==> config.mk <==
export PLATFORM = sky130hd
export DESIGN_NAME = id_ex_stage
export DESIGN_NICKNAME = d
export VERILOG_FILES = /design/src/rtl/id_ex_stage.sv
export SDC_FILE = /design/constraint.sdc
export NUM_CORES = 1
export LEC_CHECK = 0
export BUFFER_PORTS_ARGS = -buffer_cell sky130_fd_sc_hd__buf_2
export CAP_MARGIN = 20
export CORE_ASPECT_RATIO = 0.5
export CORE_MARGIN = 5
export CORE_UTILIZATION = 30
export DETAILED_ROUTE_END_ITERATION = 6
export PLACE_DENSITY = 0.66
export SYNTH_ARGS = -nofsm -noshare
export SYNTH_HDL_FRONTEND = slang
export SYNTH_SLANG_ARGS = --single-unit
export TNS_END_PERCENT = 100
==> constraint.sdc <==
create_clock -name clk -period 3.95 [get_ports clk]
set_input_delay 0.1975 -clock clk [delete_from_list [all_inputs] [get_ports clk]]
set_output_delay 0.1975 -clock clk [all_outputs]
set_load 0.02 [all_outputs]
==> src/rtl/id_ex_stage.sv <==
// id_ex_stage: ID/EX pipeline register with early operand-forward select and load-use detection.
// Latency: 1 cycle ID->EX; id_stall and forward selects are computed combinationally in ID.
// Backpressure: hold freezes all state; a load-use hazard stalls IF/ID and injects one bubble.
//
// Ports:
//   clk, rst_n                      core clock, asynchronous active-low reset
//   id_*                            decoded instruction payload/control presented by ID
//   mem_rd, mem_regwrite            destination of the instruction currently in MEM
//   flush, hold                     kill the instruction entering EX / freeze this cycle
//   ex_*                            registered payload, control and forward selects for EX
//   id_stall                        combinational stall request for PC and IF/ID
//   stall_count                     saturating count of load-use bubbles inserted

module id_ex_stage #(
    parameter int CNT_W = 16
) (
    input  logic             clk,
    input  logic             rst_n,

    input  logic             id_valid,
    input  logic [31:0]      id_pc,
    input  logic [31:0]      id_rs1_data,
    input  logic [31:0]      id_rs2_data,
    input  logic [31:0]      id_imm,
    input  logic [4:0]       id_rs1,
    input  logic [4:0]       id_rs2,
    input  logic [4:0]       id_rd,
    input  logic             id_use_rs1,
    input  logic             id_use_rs2,
    input  logic             id_immsrc,
    input  logic             id_islui,
    input  logic             id_regwrite,
    input  logic             id_memread,
    input  logic             id_memwrite,

    input  logic [4:0]       mem_rd,
    input  logic             mem_regwrite,

    input  logic             flush,
    input  logic             hold,

    output logic             ex_valid,
    output logic             ex_immsrc,
    output logic             ex_islui,
    output logic             ex_regwrite,
    output logic             ex_memread,
    output logic             ex_memwrite,
    output logic [31:0]      ex_pc,
    output logic [31:0]      ex_rs1_data,
    output logic [31:0]      ex_rs2_data,
    output logic [31:0]      ex_imm,
    output logic [4:0]       ex_rs1,
    output logic [4:0]       ex_rs2,
    output logic [4:0]       ex_rd,
    output logic [1:0]       ex_forward1,
    output logic [1:0]       ex_forward2,

    output logic             id_stall,
    output logic [CNT_W-1:0] stall_count
);

    // Operand select encodings consumed by the EX mux.
    localparam logic [1:0] FWD_REG = 2'b00;
    localparam logic [1:0] FWD_MEM = 2'b01;  // producer will sit in MEM (ALU result)
    localparam logic [1:0] FWD_WB  = 2'b10;  // producer will sit in WB (write data)

    typedef struct packed {
        logic        valid;
        logic        immsrc;
        logic        islui;
        logic        regwrite;
        logic        memread;
        logic        memwrite;
        logic [31:0] pc;
        logic [31:0] rs1_data;
        logic [31:0] rs2_data;
        logic [31:0] imm;
        logic [4:0]  rs1;
        logic [4:0]  rs2;
        logic [4:0]  rd;
        logic [1:0]  fwd1;
        logic [1:0]  fwd2;
    } ex_reg_t;

    ex_reg_t          ex_q;
    ex_reg_t          ex_d;
    logic [CNT_W-1:0] cnt_q;
    logic [CNT_W-1:0] cnt_d;

    // Producer currently in EX: qualified by valid so a bubble (all zero) never
    // matches, and rd==0 is excluded because x0 is never really written.
    logic ex_prod;
    logic mem_prod;
    assign ex_prod  = ex_q.valid & ex_q.regwrite & (ex_q.rd != 5'd0);
    assign mem_prod = mem_regwrite & (mem_rd != 5'd0);

    logic ex_hit1, ex_hit2, mem_hit1, mem_hit2;
    assign ex_hit1  = id_use_rs1 & ex_prod  & (ex_q.rd == id_rs1);
    assign ex_hit2  = id_use_rs2 & ex_prod  & (ex_q.rd == id_rs2);
    assign mem_hit1 = id_use_rs1 & mem_prod & (mem_rd  == id_rs1);
    assign mem_hit2 = id_use_rs2 & mem_prod & (mem_rd  == id_rs2);

    // The EX producer is younger than the MEM one, so its value wins.
    logic [1:0] fwd1_sel, fwd2_sel;
    assign fwd1_sel = ex_hit1 ? FWD_MEM : (mem_hit1 ? FWD_WB : FWD_REG);
    assign fwd2_sel = ex_hit2 ? FWD_MEM : (mem_hit2 ? FWD_WB : FWD_REG);

    // A load in EX cannot be forwarded from MEM next cycle (data not back yet),
    // so the dependent instruction waits one cycle and then picks it up from WB.
    logic load_dep;
    logic load_use;
    assign load_dep = (id_use_rs1 & (ex_q.rd == id_rs1))
                    | (id_use_rs2 & (ex_q.rd == id_rs2));
    assign load_use = id_valid & ex_q.valid & ex_q.memread
                    & (ex_q.rd != 5'd0) & load_dep;

    // Flush and hold both override the stall: flush discards the ID instruction
    // anyway, and hold re-evaluates the hazard once the pipeline moves again.
    assign id_stall = load_use & ~flush & ~hold;

    always_comb begin
        ex_d  = ex_q;
        cnt_d = cnt_q;
        if (hold) begin
            ex_d  = ex_q;
        end else if (flush) begin
            ex_d  = '0;
        end else if (load_use) begin
            ex_d  = '0;
            if (cnt_q != {CNT_W{1'b1}}) begin
                cnt_d = cnt_q + CNT_W'(1);
            end
        end else begin
            ex_d.valid    = id_valid;
            ex_d.immsrc   = id_immsrc;
            ex_d.islui    = id_islui;
            ex_d.regwrite = id_regwrite;
            ex_d.memread  = id_memread;
            ex_d.memwrite = id_memwrite;
            ex_d.pc       = id_pc;
            ex_d.rs1_data = id_rs1_data;
            ex_d.rs2_data = id_rs2_data;
            ex_d.imm      = id_imm;
            ex_d.rs1      = id_rs1;
            ex_d.rs2      = id_rs2;
            ex_d.rd       = id_rd;
            ex_d.fwd1     = fwd1_sel;
            ex_d.fwd2     = fwd2_sel;
        end
    end

    always_ff @(posedge clk or negedge rst_n) begin
        if (!rst_n) begin
            ex_q  <= '0;
            cnt_q <= '0;
        end else begin
            ex_q  <= ex_d;
            cnt_q <= cnt_d;
        end
    end

    assign ex_valid    = ex_q.valid;
    assign ex_immsrc   = ex_q.immsrc;
    assign ex_islui    = ex_q.islui;
    assign ex_regwrite = ex_q.regwrite;
    assign ex_memread  = ex_q.memread;
    assign ex_memwrite = ex_q.memwrite;
    assign ex_pc       = ex_q.pc;
    assign ex_rs1_data = ex_q.rs1_data;
    assign ex_rs2_data = ex_q.rs2_data;
    assign ex_imm      = ex_q.imm;
    assign ex_rs1      = ex_q.rs1;
    assign ex_rs2      = ex_q.rs2;
    assign ex_rd       = ex_q.rd;
    assign ex_forward1 = ex_q.fwd1;
    assign ex_forward2 = ex_q.fwd2;
    assign stall_count = cnt_q;

endmodule

==> results of run 1 <==
[where the power goes]
part	internal, mW	switching (mW)
Combinational	0.342	0.406
Sequential	1.85	0.0752
Clock	1.03	0.679
[logic make-up (layout without fill, tap and decap cells)]
family,after synthesis,after routing,synth area share
AO/OA/AOI/OAI,164,164,0.2168
XOR/XNOR,33,33,0.04389
adder cells (fa/ha/maj),1,1,0.001900
buffers and inverters,37,507,0.03477
flip-flops,169,169,0.6422
multiplexers,2,2,0.003420
other,0,1,0
AND/OR/NAND/NOR,68,68,0.05700
[through the flow]
stage	power [mW]	utilization
6_report	4.377	0.4845
5_1_grt	4.556	0.4844
4_1_cts	4.422	0.4831
3_5_place_dp	2.588	0.3917
3_3_place_gp	2.572	0.3917
2_1_floorplan	2.286	-
[cells in the final DEF, fill, tap and decap left out, types with 2 or more instances in the layout]
cell type	count
a32o_1	2
nand3_1	11
dfrtp_1	169
clkbuf_1	2
nor2_1	8
nor3_1	4
o21ai_0	3
xnor2_1	25
buf_4	5
clkinvlp_4	5
and3_1	5
clkbuf_16	17
nor4_1	6
o31ai_1	2
bufinv_16	3
xor2_1	8
nand2_1	11
nand4_1	13
clkinv_2	2
buf_2	328
a21oi_1	2
clkbuf_8	2
and4_1	2
a22o_1	149
or2_2	2
dlygate4sd3_1	137
buf_12	2
[routing by layer]
metal,up-vias,global-route usage
met5,-,0
met4,0,0.08905
met3,52,0.03368
met2,170,0.3228
met1,3027,0.1979
li1,2734,-
[layout make-up]
class                           count  area (um^2)  share of cell area
Tap cell                          300        375.4             0.03581
Clock inverter                     11        146.4             0.01397
Inverter                            1        3.754           0.0003581
Sequential cell                   169         4229              0.4035
Antenna cell                        1        2.502           0.0002387
Multi-Input combinational cell    268         2135              0.2037
Clock buffer                       21        460.4             0.04393
Timing Repair Buffer              474         3129              0.2986
[path summary, 6_finish.rpt]
kind / from / to / slack [ns]
worst max-delay path: ex_rd[0]$_DFFE_PN0N_ / ex_rs2_data[18]$_DFFE_PN0N_ / 1.24
worst min-delay path: id_imm[0] / ex_imm[0]$_DFFE_PN0N_ / 0.03
worst max register to register: ex_rd[0]$_DFFE_PN0N_ / ex_rs2_data[18]$_DFFE_PN0N_ / 1.24
worst min register to register: ex_forward1[0]$_DFFE_PN0N_ / ex_forward1[0]$_DFFE_PN0N_ / 0.49
max in group asynchronous: rst_n / ex_pc[0]$_DFFE_PN0N_ / 2.71
min in group asynchronous: rst_n / ex_rs1_data[2]$_DFFE_PN0N_ / 0.21
[registers in the layout, summed over array words and instances, names as in the netlist, 2 cells and up]
| name | flops |
|---|---|
| ex_rd | 5 |
| ex_rs1 | 5 |
| ex_rs1_data | 32 |
| ex_pc | 32 |
| ex_forward1 | 2 |
| ex_imm | 32 |
| ex_forward2 | 2 |
| stall_count | 16 |
| ex_rs2_data | 32 |
| ex_rs2 | 5 |
[worst max-delay path: cells and delay by family, from the launching register on]
family / cells / cell delay, ns
AND/OR/NAND/NOR: 1 / 0.58
buffers and inverters: 2 / 0.62
flip-flops: 1 / 0.44
AO/OA/AOI/OAI: 3 / 0.96
==> metrics, run 1 <==
Cell Count, Final, Fillers Out=1245; DR iter-0 viols=391; count leader, synth=dfrtp_1; metal1 wirelength=8.658 mm; synthesized net count=636; First-pass DRT Iterations=4; Worst Hold Depth=2; sequential share of the synthesized area=0.6422; final hold vios=0; Synth top area share=0.6422; worst clock skew=0.008849 ns; Final setup viols=0; Mapped Avg Cell Area=13.89 um^2; setup repair bufs after CTS=0; clock tree from TritonCTS=yes; setup tns final=0 ns; clock sinks=169; Post-synth top cells=169 x dfrtp_1, 149 x a22o_1, 25 x xnor2_1; Post-synth EDFFs=0; Cell Chain, Critical Path=or4_4, o2111ai_4, inv_2, a21oi_4, buf_4, a22o_1; post-route cell area=10480 um^2; DP HPWL=15.02 mm; Cells after DPL=1074; WL final=22.55 mm; met3 wire length=805 um; first-pass GRT wire length=34.63 mm; Worst-Skew Late Latency=0.43 ns; max layer used=met4; Synth warnings=0; post-synth top area cell=dfrtp_1; worst reg2reg path depth=6; cts repair resizes=0; Reg clk slew, reported paths=0.06 ns; vias in the first global route=6348; clock buffer count from CTS=17; WL per Instance=18.11 um; PwrDens=417.6 nW/um^2; Initial Utilization=0.3044; Setup WS pre-CTS=1.311 ns; synth unique cells=37; core area=21630 um^2; top post-synthesis cells by area=dfrtp_1 64%, a22o_1 20%, xnor2_1 3.3%; max-slew violation count=0; die area=25190 um^2; Critical Path Fanout Max=47; wire length on met2=12.32 mm; Leak=5.373 nW; Die Span Y=114.8 um; fin nets=1093; Vias=5983; CP arrival=3.07 ns; cell count after synthesis=474; final setup margin=1.241 ns; Syn Std Cell Area=6585 um^2; layout cells sized above 1=0.3962; unrepaired setup endpoints after global routing=false; Fillers=1922; worst-margin pin slew=0.8772 ns; Min Hold Slack=0.02722 ns; P&R area growth vs syn=59.17%; gr usage total=0.1759; period utilisation layout=0.6858; Setup crit start kind=flip-flop; Worst VDD drop=241.7 uV; CTS root buf=clkbuf_16; worst setup path class=flip-flop to flip-flop; Final ANT Viol Nets=0; Max stage delay on crit path=0.58 ns; Hold Buf Count CTS=137; total grt overflow=0; worst-case clock buffer depth=2; die width=219.5 um; number of synthesized register bits=169; status=complete, no violations; Fmax=0.3691 GHz; Worst slew margin=0.4152; Synth async-reset ratio=1.000; DP Area=8473 um^2; largest net degree at the start of global routing=115; IO Pins=331; Synth Flop Type=dfrtp_1; number of vias per cell=4.806; IO Port Bufs=330; CP Data Required Time=4.31 ns; Max Cap Viol=0; H-tree levels=4; Crit. End Element=flip-flop; row count=38; gpl congestion=0.8482; Final min period=2.709 ns; CP max stage cell=or4_4; Worst Hold Class=input pin to flip-flop; DRC violations left=0; initial antenna violation count=0
Power figures use the tool's default switching activity.
==> inputs of run 2 (changes only) <==
==> constraint.sdc (replaced) <==
create_clock -name clk -period 2.5 [get_ports clk]
set_input_delay 0.125 -clock clk [delete_from_list [all_inputs] [get_ports clk]]
set_output_delay 0.125 -clock clk [all_outputs]
set_load 0.02 [all_outputs]
==> run 2 against run 1 <==
  * Sequential share of layout area decreased by 0.46 points
  * Die area did not move
  * Routed wire length rose by 2.0%
  * Core utilization increased by 0.56 points
  * Cell count increased by 1.6%
  * Via count up 0.77%
  * First-iteration DRC count grew 1.8%
  * Clock skew rose by 0.00074 ns
  * Maximum frequency up 20%
  * Critical path type unchanged
  * Largest power group unchanged
  * Highest routed layer unchanged
==> metrics, run 2 (synthesis gave the netlist of run 1 again) <==
max-slew violation count=0; clock buffer count from CTS=17; number of vias per cell=4.766; most frequent cells in the layout=328 x buf_2, 169 x dfrtp_1, 149 x a22o_1, 149 x dlygate4sd3_1, 25 x xnor2_1; Critical Path Fanout Max=47; WL per Instance=18.19 um; Setup WS pre-CTS=0.2624 ns; row count=38; gr usage total=0.1796; Fillers=1883; Final ANT Viol Nets=0; Final min period=2.257 ns; PwrDens=627.9 nW/um^2; gpl congestion=0.8394; Worst Hold Class=input pin to flip-flop; Setup crit start kind=flip-flop; setup tns final=0 ns; vias in the first global route=6558; Register Area=4229 um^2; area of the multi-input gates=2135 um^2; Leak=5.435 nW; Hold Buf Count CTS=149; clock tree from TritonCTS=yes; cts repair resizes=0; DP Area=8578 um^2; worst-case clock buffer depth=2; Worst-Skew Late Latency=0.43 ns; largest net degree at the start of global routing=154; first-pass GRT wire length=35.61 mm; Worst slew margin=0.4809; Crit. End Element=flip-flop; Die Span Y=114.8 um; Cell Count, Final, Fillers Out=1265; fin nets=1113; die width=219.5 um; status=complete, no violations; core area=21630 um^2; final setup margin=0.2426 ns; DRC violations left=0; Worst VDD drop=345.4 uV; setup repair bufs after CTS=0; Max Cap Viol=0; final hold vios=0; IO Pins=331; H-tree levels=4; Cells after DPL=1083; CP arrival=2.62 ns; Final setup viols=0; DR iter-0 viols=398; clock sinks=169; R2R setup slack=0.24 ns; unrepaired setup endpoints after global routing=false; CP Data Required Time=2.86 ns; Min Hold Slack=0.03336 ns; worst setup path class=flip-flop to flip-flop; worst-margin pin slew=0.7786 ns; WL final=23.01 mm; layout cells sized above 1=0.3973; period utilisation layout=0.9030; initial antenna violation count=0; Initial Utilization=0.3044; total grt overflow=0; CTS root buf=clkbuf_16; Fmax=0.4430 GHz; post-route cell area=10600 um^2; DP HPWL=15.07 mm; P&R area growth vs syn=61.01%; Vias=6029; Design Power=6.657 mW; worst clock skew=0.009588 ns; most common cell after layout, fill and taps aside=buf_2; First-pass DRT Iterations=5; Reg clk slew, reported paths=0.07 ns; die area=25190 um^2; Core Util, Final=0.4901; IO Port Bufs=330
==> run 2: path summary, 6_finish.rpt <==
kind,startpoint,endpoint,cells after the start
worst min register to register,ex_forward1[0]$_DFFE_PN0N_,ex_forward1[0]$_DFFE_PN0N_,1
min in group asynchronous,rst_n,ex_rs1_data[7]$_DFFE_PN0N_,2
worst min-delay path,mem_regwrite,ex_forward1[1]$_DFFE_PN0N_,3
worst max-delay path,ex_rd[0]$_DFFE_PN0N_,ex_imm[7]$_DFFE_PN0N_,6
worst max register to register,ex_rd[0]$_DFFE_PN0N_,ex_imm[7]$_DFFE_PN0N_,6
max in group asynchronous,rst_n,ex_pc[15]$_DFFE_PN0N_,3
==> run 2: layout make-up <==
type                    count  area share
diodes                      1   0.0002360
clock buffers              18     0.04048
clock inverters            14    0.009559
inverters                   1   0.0003540
multi-input cells         268      0.2013
flip-flops and latches    169      0.3989
well taps                 300     0.03540
repair buffers            494      0.3138
==> run 2: where the power goes <==
| group | total [mW] | internal [mW] | switching, mW |
|---|---|---|---|
| combinational | 1.21 | 0.563 | 0.647 |
| sequential | 3.04 | 2.92 | 0.120 |
| clock | 2.41 | 1.27 | 1.13 |
| total | 6.66 | 4.76 | 1.90 |
==> run 2: critical path: stages (launching register included) <==
cell and delay [ns]:
dfrtp_1 0.44, or4_4 0.58, o2111ai_4 0.21, inv_2 0.08
a21oi_4 0.39, buf_12 0.30, a22o_1 0.19
==> run 2: layer usage <==
| metal | vias to the layer above | global-route usage | wire (um) | part of all wire |
|---|---|---|---|---|
| met2 | 206 | 0.3207 | 12230 | 0.53 |
| li1 | 2772 | - | - | - |
| met1 | 2990 | 0.2087 | 8872 | 0.39 |
| met5 | - | 0 | 0 | 0 |
| met3 | 61 | 0.03683 | 1006 | 0.044 |
| met4 | 0 | 0.08821 | 906 | 0.039 |
==> inputs of run 3 (changes only) <==
--- a/config.mk
+++ b/config.mk
@@ -11,6 +11,7 @@
 export CORE_MARGIN = 5
 export CORE_UTILIZATION = 30
 export DETAILED_ROUTE_END_ITERATION = 6
+export GPL_TIMING_DRIVEN = 0
 export PLACE_DENSITY = 0.66
 export SYNTH_ARGS = -nofsm -noshare
 export SYNTH_HDL_FRONTEND = slang
==> run 3 against run 2 <==
  * Clock-buffer cell count did not move
  * Largest power group unchanged
  * Critical endpoint is now ex_rs1_data[9]$_DFFE_PN0N_
  * Worst hold slack improved by 0.094 ns
  * Largest cell class unchanged
  * Global-route usage rose by 0.60 points
  * Critical path depth rose by 1
  * Clock power rose by 8.3%
==> metrics, run 3 (synthesis gave the netlist of run 1 again) <==
total grt overflow=0; CTS root buf=clkbuf_16; most frequent cells in the layout=332 x buf_2, 169 x dfrtp_1, 151 x dlygate4sd3_1; clock buffer count from CTS=17; Internal=4.918 mW; Sw Share=0.2858; setup repair bufs after CTS=0; Worst-Skew Late Latency=0.43 ns; R2R setup slack=0.11 ns; Worst Hold Class=input pin to flip-flop; CP dominant cell by count=buf_4; hold wc startpoint=id_use_rs1; max-slew violation count=0; Cell Chain, Critical Path=or4_4, o2111ai_4, inv_2, a21oi_4, buf_4, buf_4, a22o_1; WL per Instance=18.51 um; Critical Path Fanout Max=10; worst setup path end=ex_rs1_data[9]$_DFFE_PN0N_; vias in the first global route=6683; PwrDens=639.3 nW/um^2; CP Data Required Time=2.86 ns; H-tree levels=4; Die Span Y=114.8 um; period utilisation layout=0.9547; WP buf/inv=3; Reg clk slew, reported paths=0.07 ns; fin nets=1137; Final ANT Viol Nets=0; Final setup viols=0; gr usage total=0.1857; combinational power share=0.180; unrepaired setup endpoints after global routing=true; post-route cell area=10770 um^2; die width=219.5 um; die area=25190 um^2; initial antenna violation count=1; number of vias per cell=4.800; First-pass DRT Iterations=5; Leak=5.506 nW; worst-margin pin slew=0.8467 ns; worst clock skew=0.009298 ns; CP arrival=2.75 ns; gpl congestion=0.8878; row count=38; DP HPWL=16.41 mm; Top delay family on crit path=compound AO/OA/AOI/OAI gates; Crit. End Element=flip-flop; clock sinks=169; R2R Path End=ex_rs1_data[9]$_DFFE_PN0N_; Vias=6197; DP Area=8650 um^2; Cells after DPL=1105; status=complete, no violations; IO Pins=331; layout cells sized above 1=0.3917; Worst VDD drop=290.3 uV; Initial Utilization=0.3044; Fmax=0.4190 GHz; Setup crit start kind=flip-flop; RR Startpoint=ex_rd[0]$_DFFE_PN0N_; Max Cap Viol=0; critical path depth=7; Register Area=4229 um^2; part of the power in registers=0.441; worst setup path class=flip-flop to flip-flop; Cell Count, Final, Fillers Out=1291; DR iter-0 viols=366; largest net degree at the start of global routing=96; Clk pwr share=0.379; Final min period=2.387 ns; core area=21630 um^2; Min Hold Slack=0.1278 ns; area of the multi-input gates=2148 um^2; first-pass GRT wire length=36.31 mm; CP max stage cell=or4_4; clock tree from TritonCTS=yes; DRC violations left=0; Max stage delay on crit path=0.58 ns; P&R area growth vs syn=63.56%; worst reg2reg path depth=7; WL final=23.90 mm; worst-case clock buffer depth=2; Worst slew margin=0.4356; Fillers=1871; IO Port Bufs=330; final hold vios=0; CP startpoint=ex_rd[0]$_DFFE_PN0N_; most common cell after layout, fill and taps aside=buf_2; NetSw=1.968 mW
## run 3: changes by cell type in the layout (fill, tap and decap cells not counted), sizes merged
cell	delta
clkbuf	+20
inv	+4
clkinv	-3
buf	+2
clkinvlp	-2
diode	+2
dlygate4sd3	+2
bufinv	+1
## run 3: layout make-up
class,count,area share
repair buffers,482,0.2972
plain buffers,36,0.02126
clock buffers,18,0.04078
diodes,3,0.0006970
inverters,1,0.0003485
clock inverters,14,0.01278
flip-flops and latches,169,0.3927
well taps,300,0.03485
multi-input cells,268,0.1995
## run 3: timing repair
action / CTS / global route
setup endpoints to repair: 110 / 105
hold buffers: 151 / 0
gates resized for setup: 2 / 2
hold endpoints to repair: 245 / 0
## run 3: worst min-delay path by stage
stage	cells past startpoint	to
final	4	ex_forward1[1]$_DFFE_PN0N_
after global placement	2	ex_pc[4]$_DFFE_PN0N_
after detailed placement	1	ex_rs1_data[2]$_DFFE_PN0N_
after global routing	4	ex_forward1[1]$_DFFE_PN0N_
after CTS	4	ex_forward1[1]$_DFFE_PN0N_
after floorplan	0	ex_forward1[0]$_DFFE_PN0N_
## run 3: power groups by stage
stage / sequential, mW / clock, mW / combinational (mW)
2_1_floorplan: 3.31 / 0 / 0.303
3_3_place_gp: 3.08 / 0 / 1.02
3_5_place_dp: 3.08 / 0 / 1.04
4_1_cts: 3.03 / 2.67 / 1.24
5_1_grt: 3.06 / 2.79 / 1.32
6_report: 3.04 / 2.61 / 1.24
## run 3: worst min-delay path: cells and delay by family
kind | cells | cell delay (ns)
compound gates | 2 | 0.15
simple gates | 1 | 0.13
buf+inv | 1 | 0.11
## run 3: through the flow
stage	setup WS [ns]	TNS, ns	util	total power, mW
after floorplan	0.3755	0	-	3.612
after global placement	-1.233	-211.67	0.3981	4.095
after detailed placement	-0.1098	-10.10	0.3998	4.123
after CTS	0.03209	0	0.4970	6.938
after global routing	-0.003584	-0.003584	0.4976	7.169
final	0.1132	0	0.4979	6.886
## run 3: metal layers
layer	share of wire	global-route usage	wire [um]
met5	0	0	0
met4	0.042	0.1008	1005
met3	0.048	0.04052	1149
met2	0.53	0.3347	12630
met1	0.38	0.2076	9111
